`src/rtl/cp0_int_ctrl.sv`:
```
// CP0 interrupt responder: SR/Cause/EPC/PRId, masked level interrupts taken at MEM,
// EPC capture on entry and EXL release on ERET.
module cp0_int_ctrl #(
  parameter logic [31:0] HANDLER_ADDR = 32'h0000_4180,
  parameter logic [31:0] PRID_VAL     = 32'h0000_0001
) (
  input  logic        clk,
  input  logic        reset,
  input  logic [5:0]  IntReq,
  input  logic [31:0] PCM,
  input  logic        BDM,
  input  logic        ValidM,
  input  logic        We,
  input  logic [4:0]  A,
  input  logic [31:0] DIn,
  input  logic        EXLClr,
  output logic        IntTaken,
  output logic [31:0] IntPC,
  output logic [31:0] EPCOut,
  output logic [31:0] DOut
);

  localparam int unsigned XLEN = 32;
  localparam int unsigned NIRQ = 6;
  localparam int unsigned AW   = 5;
  localparam int unsigned EW   = XLEN - 2;

  localparam logic [AW-1:0] A_SR    = AW'(12);
  localparam logic [AW-1:0] A_CAUSE = AW'(13);
  localparam logic [AW-1:0] A_EPC   = AW'(14);
  localparam logic [AW-1:0] A_PRID  = AW'(15);

  logic [NIRQ-1:0] im_q, im_d;
  logic [NIRQ-1:0] ip_q, ip_d;
  logic            exl_q, exl_d;
  logic            ie_q, ie_d;
  logic            bd_q, bd_d;
  logic [EW-1:0]   epc_q, epc_d;

  logic [EW-1:0]   epc_take;
  logic [XLEN-1:0] sr_rd, cause_rd, epc_rd;
  logic            unused_pcm;

  assign unused_pcm = ^PCM[1:0];

  // EPC stores only the word address; a delay-slot victim restarts at its branch.
  assign epc_take = BDM ? (PCM[XLEN-1:2] - EW'(1)) : PCM[XLEN-1:2];

  assign IntTaken = ie_q & ~exl_q & ValidM & (|(ip_q & im_q));
  assign IntPC    = HANDLER_ADDR;

  assign sr_rd    = {16'b0, im_q, 8'b0, exl_q, ie_q};
  assign cause_rd = {bd_q, 15'b0, ip_q, 10'b0};
  assign epc_rd   = {epc_q, 2'b00};
  assign EPCOut   = epc_rd;

  always_ff @(posedge clk or posedge reset) begin
    if (reset) begin
      im_q  <= '0;
      ip_q  <= '0;
      exl_q <= 1'b0;
      ie_q  <= 1'b0;
      bd_q  <= 1'b0;
      epc_q <= '0;
    end else begin
      im_q  <= im_d;
      ip_q  <= ip_d;
      exl_q <= exl_d;
      ie_q  <= ie_d;
      bd_q  <= bd_d;
      epc_q <= epc_d;
    end
  end

  // Interrupt entry wins over MTC0/ERET: the MEM instruction is being flushed.
  always_comb begin
    im_d  = im_q;
    ip_d  = IntReq;
    exl_d = exl_q;
    ie_d  = ie_q;
    bd_d  = bd_q;
    epc_d = epc_q;
    if (IntTaken) begin
      exl_d = 1'b1;
      bd_d  = BDM;
      epc_d = epc_take;
    end else begin
      if (We && (A == A_SR)) begin
        im_d  = DIn[15:10];
        exl_d = DIn[1];
        ie_d  = DIn[0];
      end
      if (We && (A == A_EPC)) begin
        epc_d = DIn[XLEN-1:2];
      end
      if (EXLClr) begin
        exl_d = 1'b0;
      end
    end
  end

  // MFC0 read mux shows pre-edge state; no write bypass.
  always_comb begin
    DOut = '0;
    case (A)
      A_SR:    DOut = sr_rd;
      A_CAUSE: DOut = cause_rd;
      A_EPC:   DOut = epc_rd;
      A_PRID:  DOut = PRID_VAL;
      default: DOut = '0;
    endcase
  end

endmodule
```
`config.mk`:
```
export PLATFORM = sky130hd
export DESIGN_NAME = cp0_int_ctrl
export DESIGN_NICKNAME = d
export VERILOG_FILES = /design/src/rtl/cp0_int_ctrl.sv
export SDC_FILE = /design/constraint.sdc
export NUM_CORES = 1
export LEC_CHECK = 0
export ABC_AREA = 1
export ABC_CLOCK_PERIOD_IN_PS = 1900
export CAP_MARGIN = 15
export CORE_MARGIN = 2
export CORE_UTILIZATION = 41
export DETAILED_ROUTE_END_ITERATION = 10
export GPL_TIMING_DRIVEN = 0
export PLACE_DENSITY = 0.83
export SLEW_MARGIN = 40
export SYNTH_ARGS = -nofsm -noshare
export SYNTH_HDL_FRONTEND = slang
export SYNTH_SLANG_ARGS = --single-unit
export TNS_END_PERCENT = 1
```
`constraint.sdc`:
```
create_clock -name clk -period 1.9 [get_ports clk]
set_input_delay 0.285 -clock clk [delete_from_list [all_inputs] [get_ports clk]]
set_output_delay 0.285 -clock clk [all_outputs]
set_load 0.02 [all_outputs]
```
==> flow_summary.ini <==
[layout]
drive_gt1_share_pct = 16.9
layout_commonest_cell = nand2_1
fin_cells = 828
final_nets = 804
antenna_cells = 0
fill_cells = 764
area_delta_synth_final_pct = 51.6
mostFrequentLayoutCells = nand2_1, clkdlybuf4s50_1, nor2_1

[global_route]
grt_max_degree = 37
antenna_found_initial = 0
grt-ovfl-total = 0
grt_pass1_vias = 3726
grt_pass1_wl_mm = 17.7
globalRouteTotalUtil_pct = 25.1

[power]
ir_drop_mv = 0.375
total_leakage_power_uw = 0.00261
p_per_area_mw_per_mm2 = 916

[synthesis]
synth_top_area_share_pct = 32.7
postSynthAreaPerCell_um2 = 6.38
synth_cell_types = 31
synth_area_mm2 = 0.00345
yosysTopAreaCell = dfrtp_1
ys_warn_count = 0
synth_cells = 540
ys_ff_latch = 45
ys_seq_area_share_pct = 32.7
synth_area_leaders = dfrtp_1, nand2_1, nor2_1

[route]
viasPerCell = 4.80
drc = 0
vias = 3973
drt-pass1-iter-count = 5
wirelength_mm = 11.7
ant_nets = 0
avgRoutedWirePerCell_um = 14.1
drt_iter0_drc = 271

[die]
start_util_pct = 42.2
die_area_mm2 = 0.00916
die_height_um = 95.7
coreArea_mm2 = 0.00818
io-pin-count = 178
die_x_um = 95.7
placementRows = 33

[sta]
finalWorstSetupSlack_ns = -0.0581
fin_worst_skew_ns = 0.0107
period_needed_ns = 1.96
final_max_slew_viol_count = 0
fin_hold_ws_ns = 0.223
rsz0062_at_grt = yes
hold_violations = 0
setup_viol = 1
max_freq_mhz = 511
fin_crit_sh_pct = 103

[placed_design]
gp_congestion = 0.930
portBuffers = 141
dp_cells = 819
place_hpwl_mm = 9.51

[job]
cap_violations = 0

[outcome]
status = finished, violations left
violations = setup timing

[worst_setup_path]
start_kind = flip-flop
crit_required_ns = 1.62
crit_path_max_fanout = 10
endpoint_kind = output pin
worstPathArrival_ns = 1.67
crit_type = reg2out

[clock_tree]
insertion_delay_ns = 0.30
cts_htree_levels = 2
cts_buffers = 5
cts_root_buf = clkbuf_8
post_cts_buffers = 0
clkTransAtPathRegs_ns = 0.09
cts_tree = done
clock_sinks = 45
clockBufferDepth = 2

[hold_path]
hold_class = in2async
## per-stage QoR
step | util (%) | worst slack, ns | power (uW) | TNS (ns) | cell area (um^2)
after floorplan | - | 0.498 | 2850 | 0 | 3570
after global placement | 62.5 | -0.682 | 3940 | -35.11 | 5110
after detailed placement | 62.8 | -0.748 | 4000 | -22.95 | 5130
after CTS | 63.7 | -0.241 | 4760 | -0.793 | 5210
after global routing | 63.9 | -0.115 | 5080 | -1.10 | 5230
final | 63.9 | -0.0581 | 4790 | -0.0581 | 5230
## worst max-delay path, stage by stage, from the launching register on
cell and delay, ns:
dfrtp_1 0.40, nand2_1 0.10, nand3_1 0.11, o21ai_2 0.30, inv_4 0.13, buf_6 0.17
clkbuf_2 0.16
## final timing paths
check                          start        end  slack [ns]  depth (start not counted)
setup / recovery             im_q[3]   IntTaken       -0.06                          6
hold / removal                 reset   epc_q[6]        0.22                          2
setup reg to reg             im_q[3]  epc_q[12]        0.11                          8
hold reg to reg            epc_q[18]  epc_q[18]        0.52                          2
max in group asynchronous      reset  epc_q[13]        1.26                          3
min in group clk           IntReq[5]    ip_q[5]        0.41                          1
## Yosys cell counts
library cell / n
o21ai_1: 13
nor3_2: 1
nor2_1: 103
buf_6: 3
ha_1: 1
dfrtp_1: 45
nor3_1: 3
nor2_2: 4
nand3_1: 18
o21ai_2: 1
a22o_1: 1
o21bai_1: 2
nand3b_1: 3
nand2_1: 166
a21oi_1: 7
buf_4: 36
nand4_1: 2
nand2_2: 3
or2_2: 1
o211ai_1: 4
nand3_2: 1
inv_1: 57
xnor2_1: 2
xor2_1: 12
inv_2: 4
clkbuf_1: 3
o22ai_1: 3
nor2_4: 6
conb_1: 2
o21ai_0: 27
buf_2: 6
## state kept, by name, indices dropped and copies added, names as in the netlist
signal,count
epc_q,30
im_q,6
ip_q,6
bd_q,1
exl_q,1
ie_q,1
## cells by family after synthesis
kind of cell	count (synthesis)	synth area share, %
AND/OR/NAND/NOR	311	37.4
buffers and inverters	109	16.7
AO/OA/AOI/OAI	58	9.18
flip-flops	45	32.7
XOR/XNOR	14	3.56
other	2	0.218
adder cells (fa/ha/maj)	1	0.363
## power breakdown
group | switching, uW | internal (uW) | leakage (uW)
clock | 344 | 428 | 0.0000574
sequential | 269 | 1320 | 0.000543
combinational | 1340 | 1090 | 0.00201
total | 1950 | 2840 | 0.00261
## repair_timing
item	4_1_cts	5_1_grt
gates cloned	0	1
pin swaps	0	3
hold endpoints to repair	0	0
hold buffers	0	0
resized for setup	124	57
endpoints found under the setup margin	33	42
## final cells by class
| class | count | area, um^2 | share of cell area, % |
|---|---|---|---|
| Multi-Input combinational cell | 419 | 1910 | 36.5 |
| Timing Repair Buffer | 142 | 1330 | 25.5 |
| Sequential cell | 45 | 1130 | 21.5 |
| Buffer | 48 | 374 | 7.16 |
| Inverter | 61 | 236 | 4.52 |
| Tap cell | 105 | 131 | 2.51 |
| Clock buffer | 6 | 82.6 | 1.58 |
| Clock inverter | 2 | 37.5 | 0.718 |
## per-layer routing
layer  wire length (um)  track usage, %
met1               4740            31.6
met2               5810            44.3
met3                935            4.15
met4                215            7.14
met5                  0               0
(Power assumes the default switching activity.)
